--- src/rtl/pad_debounce_pkg.sv ---
// Shared definitions for the pad debouncer: FSM encoding and 48 MHz default timings.
package pad_debounce_pkg;

    localparam int unsigned CLK_HZ               = 48_000_000;
    localparam int unsigned DEBOUNCE_CYCLES_DFLT = CLK_HZ / 1000;   // 1 ms
    localparam int unsigned LONG_CYCLES_DFLT     = CLK_HZ / 2;      // 0.5 s

    typedef enum logic [1:0] {
        ST_IDLE      = 2'd0,
        ST_ARMING    = 2'd1,
        ST_PRESSED   = 2'd2,
        ST_RELEASING = 2'd3
    } state_e;

endpackage

--- src/rtl/sync2.sv ---
// Two-flop synchronizer for an asynchronous level; reset loads RST_VAL into both flops.
module sync2 #(
    parameter logic RST_VAL = 1'b0
) (
    input  logic clki,
    input  logic rstn,
    input  logic d,
    output logic q
);

    logic meta;

    always_ff @(posedge clki) begin
        if (!rstn) begin
            meta <= RST_VAL;
            q    <= RST_VAL;
        end else begin
            meta <= d;
            q    <= meta;
        end
    end

endmodule

--- src/rtl/pad_debounce.sv ---
// Debounces a raw pad level and emits press, release and long-press pulses.
module pad_debounce
    import pad_debounce_pkg::*;
#(
    parameter int unsigned DEBOUNCE_CYCLES = DEBOUNCE_CYCLES_DFLT,
    parameter int unsigned LONG_CYCLES     = LONG_CYCLES_DFLT,
    parameter bit          ACTIVE_LOW      = 1'b1
) (
    input  logic clki,
    input  logic rstn,
    input  logic pad_i,
    output logic pressed_o,
    output logic press_o,
    output logic release_o,
    output logic long_o
);

    localparam int unsigned DEB_W  = $clog2(DEBOUNCE_CYCLES) + 1;
    localparam int unsigned LONG_W = $clog2(LONG_CYCLES) + 1;

    localparam logic [DEB_W-1:0]  DEB_LAST  = DEB_W'(DEBOUNCE_CYCLES - 1);
    localparam logic [LONG_W-1:0] LONG_LAST = LONG_W'(LONG_CYCLES - 1);
    localparam logic [LONG_W-1:0] LONG_MAX  = LONG_W'(LONG_CYCLES);

    logic              pad_sync;
    logic              active_c;
    state_e            state_q,    state_nxt;
    logic [DEB_W-1:0]  deb_cnt_q,  deb_cnt_nxt;
    logic [LONG_W-1:0] long_cnt_q, long_cnt_nxt;
    logic              pressed_nxt, press_nxt, release_nxt, long_nxt;

    // Synchronizer resets to the idle pad level so reset never looks like a press.
    sync2 #(
        .RST_VAL (ACTIVE_LOW)
    ) u_sync2 (
        .clki (clki),
        .rstn (rstn),
        .d    (pad_i),
        .q    (pad_sync)
    );

    assign active_c = pad_sync ^ ACTIVE_LOW;

    always_ff @(posedge clki) begin
        if (!rstn) begin
            state_q    <= ST_IDLE;
            deb_cnt_q  <= '0;
            long_cnt_q <= '0;
            pressed_o  <= 1'b0;
            press_o    <= 1'b0;
            release_o  <= 1'b0;
            long_o     <= 1'b0;
        end else begin
            state_q    <= state_nxt;
            deb_cnt_q  <= deb_cnt_nxt;
            long_cnt_q <= long_cnt_nxt;
            pressed_o  <= pressed_nxt;
            press_o    <= press_nxt;
            release_o  <= release_nxt;
            long_o     <= long_nxt;
        end
    end

    // Pulses are only raised on distinct transitions, so they are mutually exclusive.
    always_comb begin
        state_nxt    = state_q;
        deb_cnt_nxt  = deb_cnt_q;
        long_cnt_nxt = long_cnt_q;
        pressed_nxt  = pressed_o;
        press_nxt    = 1'b0;
        release_nxt  = 1'b0;
        long_nxt     = 1'b0;

        case (state_q)
            ST_IDLE: begin
                if (active_c) begin
                    state_nxt   = ST_ARMING;
                    deb_cnt_nxt = '0;
                end
            end
            ST_ARMING: begin
                if (!active_c) begin
                    state_nxt = ST_IDLE;
                end else if (deb_cnt_q == DEB_LAST) begin
                    state_nxt    = ST_PRESSED;
                    pressed_nxt  = 1'b1;
                    press_nxt    = 1'b1;
                    long_cnt_nxt = '0;
                end else begin
                    deb_cnt_nxt = deb_cnt_q + DEB_W'(1);
                end
            end
            ST_PRESSED: begin
                if (!active_c) begin
                    state_nxt   = ST_RELEASING;
                    deb_cnt_nxt = '0;
                end else if (long_cnt_q != LONG_MAX) begin
                    long_cnt_nxt = long_cnt_q + LONG_W'(1);
                    long_nxt     = (long_cnt_q == LONG_LAST);
                end
            end
            ST_RELEASING: begin
                // A bounce back to active resumes the press with the long count held.
                if (active_c) begin
                    state_nxt = ST_PRESSED;
                end else if (deb_cnt_q == DEB_LAST) begin
                    state_nxt   = ST_IDLE;
                    pressed_nxt = 1'b0;
                    release_nxt = 1'b1;
                end else begin
                    deb_cnt_nxt = deb_cnt_q + DEB_W'(1);
                end
            end
            default: begin
                state_nxt = ST_IDLE;
            end
        endcase
    end

endmodule

--- config.mk ---
export PLATFORM = sky130hd
export DESIGN_NAME = pad_debounce
export DESIGN_NICKNAME = d
export VERILOG_FILES = /design/src/rtl/pad_debounce_pkg.sv /design/src/rtl/sync2.sv /design/src/rtl/pad_debounce.sv
export SDC_FILE = /design/constraint.sdc
export NUM_CORES = 1
export LEC_CHECK = 0
export ABC_AREA = 1
export CORE_AREA = 2 2 80 82
export CTS_BUF_LIST = sky130_fd_sc_hd__clkbuf_4
export DETAILED_ROUTE_END_ITERATION = 7
export DIE_AREA = 0 0 82 84
export PLACE_DENSITY = 0.76
export SYNTH_ARGS = -nofsm -noshare
export SYNTH_HDL_FRONTEND = slang
export SYNTH_SLANG_ARGS = --single-unit
--- constraint.sdc ---
create_clock -name clki -period 1.4 [get_ports clki]
set_input_delay 0.14 -clock clki [delete_from_list [all_inputs] [get_ports clki]]
set_output_delay 0.14 -clock clki [all_outputs]
set_load 0.005 [all_outputs]
Word-level counts from Yosys, hierarchy flattened

Cells that the tools add are included.

Flip-flop bits (word level): 51
Latch bits: 0
Memory bits (writable): 0
ROM bits: 0
Input port bits: 3
Output and inout port bits: 4
Logic and storage cells: 65
Memories kept: 0

Add/sub/neg operators: 2
Multiply operators: 0
Div/mod/pow operators: 0
Order comparisons: 0
Equality and inequality tests: 16
Shifts and indexed selects: 0
Multiplexer cells: 24
Bitwise logic cells: 4
Reduce and logical (&&, ||, !) cells: 10

Operators with widths:

| cell                    | number |
|---|---|
| $mux W26                | 4 |
| $mux W17                | 5 |
| $pmux W17 S4            | 1 |
| $pmux W26 S2            | 1 |
| $add A26 B1 Y26 const B | 1 |
| $eq A26 B25 Y1 const B  | 1 |
| $ne A26 B25 Y1 const B  | 1 |
| $add A17 B1 Y17 const B | 1 |
| $eq A17 B16 Y1 const B  | 1 |
| $mux W2                 | 6 |
| $ne A2 B2 Y1 const B    | 6 |
| $reduce_and A5 Y1       | 2 |
| $pmux W2 S4             | 1 |
| $reduce_and A4 Y1       | 2 |
| $mux W1                 | 5 |
| $eq A2 B2 Y1 const B    | 2 |
| $ne A2 B1 Y1 const B    | 2 |
| $not A1 Y1              | 4 |
| $reduce_bool A2 Y1      | 2 |
| $reduce_or A4 Y1        | 1 |
| $ne A3 B2 Y1 const B    | 1 |
| $ne A3 B3 Y1 const B    | 1 |
| $reduce_and A3 Y1       | 1 |
| $reduce_or A3 Y1        | 1 |
| other kinds (3)         | 3 |

Logic depth before layout (Yosys ltp)

Word-level depth: 4
Gate-level depth with buffers: 12
Depth with buffers taken out: 12

By module

A second synthesis with hierarchy kept.

Cell total of the unflattened synthesis: 578
Area, all modules: 3557.2 um^2

By module, submodules not included:

| module       | times used | cells an instance | area each (um^2) | sequential area each (um^2) |
|---|---|---|---|---|
| pad_debounce | 1          | 572               | 3502.1           | 980.9 |
| sync2        | 1          | 6                 | 55.1             | 40.0 |

Worst setup path before layout

OpenSTA, ideal clock, no wires.

Kind: flip-flop to flip-flop
Start point: reg deb_cnt_q[0]
End point: reg long_cnt_q[4]
Setup time: 0.139 ns
Data arrival time: 1.424 ns
Data required time: 1.261 ns
Path slack: -0.163 ns
Stages on the path, launching flop included: 10
Buffers on the path: 1
Period minus slack after synthesis: 1.563 ns
Cell sequence: dfxtp_1 > ha_1 > inv_1 > nor2_2 > nand3_4 > a21oi_4 > nand2_2 > buf_4 > nand2_1 > a21oi_2

Cells in the longest elaborated chain, start to end: 3

RTL lines:

| what                               | line               | source |
|---|---|---|
| from (decl)                        | pad_debounce.sv:28 | `logic [DEB_W-1:0] deb_cnt_q, deb_cnt_nxt;` |
| from (signal assigned)             | pad_debounce.sv:55 | `deb_cnt_q <= deb_cnt_nxt;` |
| $eq A17 B16 Y1                     | pad_debounce.sv:84 | `end else if (deb_cnt_q == DEB_LAST) begin` |
| $ne A2 B2 Y1 (no source line)      | -                  |  |
| $reduce_and A5 Y1 (no source line) | -                  |  |
| to (signal assigned)               | pad_debounce.sv:56 | `long_cnt_q <= long_cnt_nxt;` |
| to (decl)                          | pad_debounce.sv:29 | `logic [LONG_W-1:0] long_cnt_q, long_cnt_nxt;` |

Every way passes these cells.
A chain may end at the register's enable or synchronous reset.

Final worst setup path

Start point: reg long_cnt_q[1]
End point: reg long_cnt_q[17]

Cells in the longest elaborated chain, start to end: 4
Elaborated cells between the ends (all ways): 7
Those cells by class: add/sub (1); eq/ne (2); mux (3); reduce/logical (1)

RTL lines:

| what            | line               | source |
|---|---|---|
| $add A26 B1 Y26 | pad_debounce.sv:98 | `long_cnt_nxt = long_cnt_q + LONG_W'(1);` |
| $mux W26        | pad_debounce.sv:97 | `end else if (long_cnt_q != LONG_MAX) begin` |
| $mux W26        | pad_debounce.sv:94 | `if (!active_c) begin` |
| $pmux W26 S2    | pad_debounce.sv:74 | `case (state_q)` |

Several ways; a longest one is shown, not always the timed one. The select of a mux whose other input is x is not followed.

==> metrics.md <==
| Metric | Value |
|---|---|
| Net count after synthesis | 550 |
| Kind of end point of the critical path | flip-flop |
| TritonRoute pass-1 iters | 8 |
| Full die area | about 0.0069 mm2 |
| Warnings, synthesis | 0 |
| Core region area | roughly 0.0061 mm2 |
| Result of the run | finished with violations |
| Worst setup slack for register-to-register paths | -0.66 ns |
| FF-to-FF Start | long_cnt_q[1]$_SDFFE_PN0P_ |
| Number of CTS-inserted buffers | 5 |
| Number of violations reported at the end of detailed-routing iteration 0 | around 850 |
| Detail Placement HPWL | between 7000 and 8000 um |
| Clock transition at the registers of the reported paths | about 0.18 ns |
| Post-synthesis area per instance | roughly 6 um2 |
| Layout cell share with drive strength beyond 1 | 0.455 |
| Vias post-DR | between 4000 and 5000 |
| Power per cell area | ~500 mW/mm2 |
| Capturing point of the worst reg2reg path | long_cnt_q[17]$_SDFFE_PN0P_ |
| Number of inserted diodes | 0 |
| Number of H-tree levels | 2 |
| Final critical-path required period | just over 2 ns |
| Type of the worst setup path | reg2reg |
| Height of the die | roughly 84 um |
| Worst min-delay path endpoint | u_sync2.meta$_SDFF_PN1_ |
| CP max stage cell | sky130_fd_sc_hd__o21ai_0 |
| Clock latency reported for the late side of the worst-skew pair | ~0.40 ns |
| Final wirelength | between 15000 and 20000 um |
| Worst ir drop on vdd | approximately 440 uV |
| Finish-stage setup viols | 49 |
| Netlist area before placement | between 0.003 and 0.004 mm2 |
| Library cells used by synthesis | 36 |
| Number of instances in the synthesized netlist | about 540 |
| Number of design rule violations left after detail routing | 14 |
| Worst Max-Slew Pin Slew | between 0.5 and 0.6 ns |
| Data arrival time of the worst path | roughly 2.4 ns |
| Leak pwr | 2.12 nW |
| Worst Hold Depth | 2 |
| Routed wire length per instance | 21.0 um |
| Top library cells by usage in the layout, fill and taps aside | 126 x sky130_fd_sc_hd__nand2_1, 113 x sky130_fd_sc_hd__buf_4, 70 x sky130_fd_sc_hd__nor2_1 |
| Worst-case clock buffer depth | 2 |
| Final-report max-slew violation count | 0 |
| GP Congestion | 0.951 |
| Die span in x | 82 um |
| Leading cell type in the layout, fill and taps excluded | sky130_fd_sc_hd__nand2_1 |
| Number of buffer and inverter instances along the worst setup path | 2 |
| Initial cell density of the core | 0.550 |
| CTS tree | yes |
| Worst reg2reg path depth | 10 |
| Cell chain of the critical path | buf_4, nand2_1, nor2_4, nand2_2, nor2_4, nand3_1, o21ai_0, nand2_1, nand2_1, inv_1 |
| Biggest cell delay along the critical path | between 0.4 and 0.5 ns |
| Overall track demand over capacity in global routing | 0.367 |
| Register bit count reported by yosys | 51 |
| CTS root buf | sky130_fd_sc_hd__clkbuf_4 |
| Hold_buf cts | 0 |
| Area delta synth->final | 55.2% |
| Hold Crit Start | pad_i |
| Placed instance count | approximately 720 |
| Category of cells accounting for the largest share of critical-path delay | simple AND/OR/NAND/NOR gates |
| Total congestion overflow after global routing | 0 |
| Final core utilization | 0.854 |
| Setup WS pre-CTS | -0.286 ns |
| Unrepaired setup endpoints after global routing | true |
| CP dominant cell by count | sky130_fd_sc_hd__nand2_1 |
| Maximum clock rate | approximately 0.49 GHz |
| Quantity of I/O buffers inserted on ports | 6 |
| Final non-filler cell total | approximately 760 |
| Worst-case headroom to the max-slew limit | 0.619 |
| Site row count | 29 |
| Final net count | approximately 700 |
| Synth Flop Type | sky130_fd_sc_hd__dfxtp_1 |
| Total count of hold-check failures in the final report | 0 |
| Total power | around 2.6 mW |
| Period utilisation layout | 1.47 |
| Initial antenna violation count | 0 |
| Required time reported for the critical path endpoint | around 1.7 ns |
| Global-route wire length before repair | 19600 um |
| Number of routed nets with antenna violations | 0 |
| Count of max-cap constraint violations | 0 |
| Maximum number of pins on one net before global-route repair | 30 |
| Smallest setup slack after layout | -0.660 ns |
| Clock sinks | 51 |
| Largest fanout of any net on the critical path | 6 |
| Violations in the final reports | design-rule violations, negative setup slack |
| Largest clock skew in the final design | roughly 0.031 ns |
| Post-DR vias/cell | about 6.4 |
| Count of boundary I/O pins | 7 |
| Share of synthesized area occupied by flip-flops and latches | 0.304 |
| Number of flops mapped to enable cells by yosys | 0 |
| Class of the worst hold path | in2reg |
| Number of global-route vias before repair | roughly 4500 |
| Startpoint kind of the worst setup timing path | flip-flop |
| Asr flop ratio synth | 0 |
==> Yosys cell counts (2+ instances only) <==
cell type,count,share of area
sky130_fd_sc_hd__buf_6,2,0.0067
sky130_fd_sc_hd__buf_2,3,0.0045
sky130_fd_sc_hd__or2_2,3,0.0056
sky130_fd_sc_hd__o21a_1,3,0.0067
sky130_fd_sc_hd__nor2_1,95,0.11
sky130_fd_sc_hd__a21oi_1,14,0.021
sky130_fd_sc_hd__nand2_1,153,0.17
sky130_fd_sc_hd__clkbuf_1,3,0.0034
sky130_fd_sc_hd__buf_4,3,0.0067
sky130_fd_sc_hd__nand3_2,10,0.030
sky130_fd_sc_hd__nor2_4,4,0.013
sky130_fd_sc_hd__nand2_2,5,0.0093
sky130_fd_sc_hd__nor3_1,19,0.028
sky130_fd_sc_hd__a21oi_2,10,0.026
sky130_fd_sc_hd__xor2_1,4,0.010
sky130_fd_sc_hd__nand4_1,11,0.021
sky130_fd_sc_hd__o21bai_1,5,0.011
sky130_fd_sc_hd__nor2_2,3,0.0056
sky130_fd_sc_hd__ha_1,3,0.011
sky130_fd_sc_hd__nand3_1,46,0.069
sky130_fd_sc_hd__inv_2,5,0.0056
sky130_fd_sc_hd__o21ai_0,15,0.022
sky130_fd_sc_hd__inv_1,62,0.069
sky130_fd_sc_hd__dfxtp_1,51,0.30
==> layout make-up <==
type                    instances  area (um2)
fillers                       296         888
multi-input cells             412        2450
clock buffers                   6        45.0
flip-flops and latches         51        1060
inverters                      68         270
repair buffers                143        1250
well taps                      77        96.3
clock inverters                 1        30.0
==> routing by layer <==
| layer | up-vias | global-route usage | wire (um) |
|---|---|---|---|
| li1 | 1996 | - | - |
| met1 | 2159 | 0.367 | 5100 |
| met2 | 491 | 0.655 | 7260 |
| met3 | 214 | 0.0617 | 1760 |
| met4 | 0 | 0.270 | 1790 |
| met5 | - | 0 | 0 |
==> how the worst max path moves through the flow <==
stage | startpoint | to | slack [ns] | cells past startpoint
2_1_floorplan | deb_cnt_q[0]$_SDFFE_PN0P_ | long_cnt_q[4]$_SDFFE_PN0P_ | -0.07 | 9
3_3_place_gp | long_cnt_q[1]$_SDFFE_PN0P_ | long_cnt_q[18]$_SDFFE_PN0P_ | -0.25 | 10
3_5_place_dp | long_cnt_q[1]$_SDFFE_PN0P_ | long_cnt_q[18]$_SDFFE_PN0P_ | -0.29 | 10
4_1_cts | long_cnt_q[22]$_SDFFE_PN0P_ | long_cnt_q[7]$_SDFFE_PN0P_ | -0.21 | 11
5_1_grt | long_cnt_q[16]$_SDFFE_PN0P_ | long_cnt_q[17]$_SDFFE_PN0P_ | -0.82 | 10
6_report | long_cnt_q[1]$_SDFFE_PN0P_ | long_cnt_q[17]$_SDFFE_PN0P_ | -0.66 | 10
==> stage by stage <==
| step | hold slack, ns | setup TNS (ns) | area [um2] |
|---|---|---|---|
| final | 0.341 | -20.79 | 5210 |
| after global placement | 0.399 | -5.61 | 4300 |
| after floorplan | 0.247 | -0.881 | 3390 |
| after detailed placement | 0.408 | -8.09 | 4300 |
| after CTS | 0.331 | -7.06 | 4810 |
| after global routing | 0.337 | -24.88 | 5210 |
==> power by group <==
group / internal, mW / total, mW / switching, mW
sequential: 1.45 / 1.45 / 0.00452
clock: 0.388 / 0.920 / 0.531
combinational: 0.0854 / 0.222 / 0.136
==> sequential cells by signal, indices dropped and copies added (netlist names), named ones only <==
signal	flops
deb_cnt_q	17
long_o	1
state_q	1
u_sync2.q	1
release_o	1
long_cnt_q	26
press_o	1
u_sync2.meta	1
pressed_o	1
==> worst register-to-register path, stage by stage (launching register included) <==
cell and delay, ns:
sky130_fd_sc_hd__dfxtp_4 0.43, sky130_fd_sc_hd__buf_4 0.13, sky130_fd_sc_hd__nand2_1 0.07, sky130_fd_sc_hd__nor2_4 0.13, sky130_fd_sc_hd__nand2_2 0.11, sky130_fd_sc_hd__nor2_4 0.20
sky130_fd_sc_hd__nand3_1 0.11, sky130_fd_sc_hd__o21ai_0 0.48, sky130_fd_sc_hd__nand2_1 0.17, sky130_fd_sc_hd__nand2_1 0.10, sky130_fd_sc_hd__inv_1 0.05
==> repair_timing <==
| item | CTS | global route |
|---|---|---|
| buffers inserted | 12 | 14 |
| gates cloned | 3 | 1 |
| resized for setup | 105 | 90 |
| endpoints found under the setup margin | 46 | 53 |
| hold endpoints to repair | 0 | 0 |
| pin swaps | 30 | 42 |
==> cells by family after synthesis <==
group           share of synthesized area
fa+ha+maj                          0.0112
compound gates                     0.0947
simple gates                        0.474
flops                               0.304
buf+inv                             0.103
xor+xnor                           0.0130
Power figures use the tool's default switching activity.
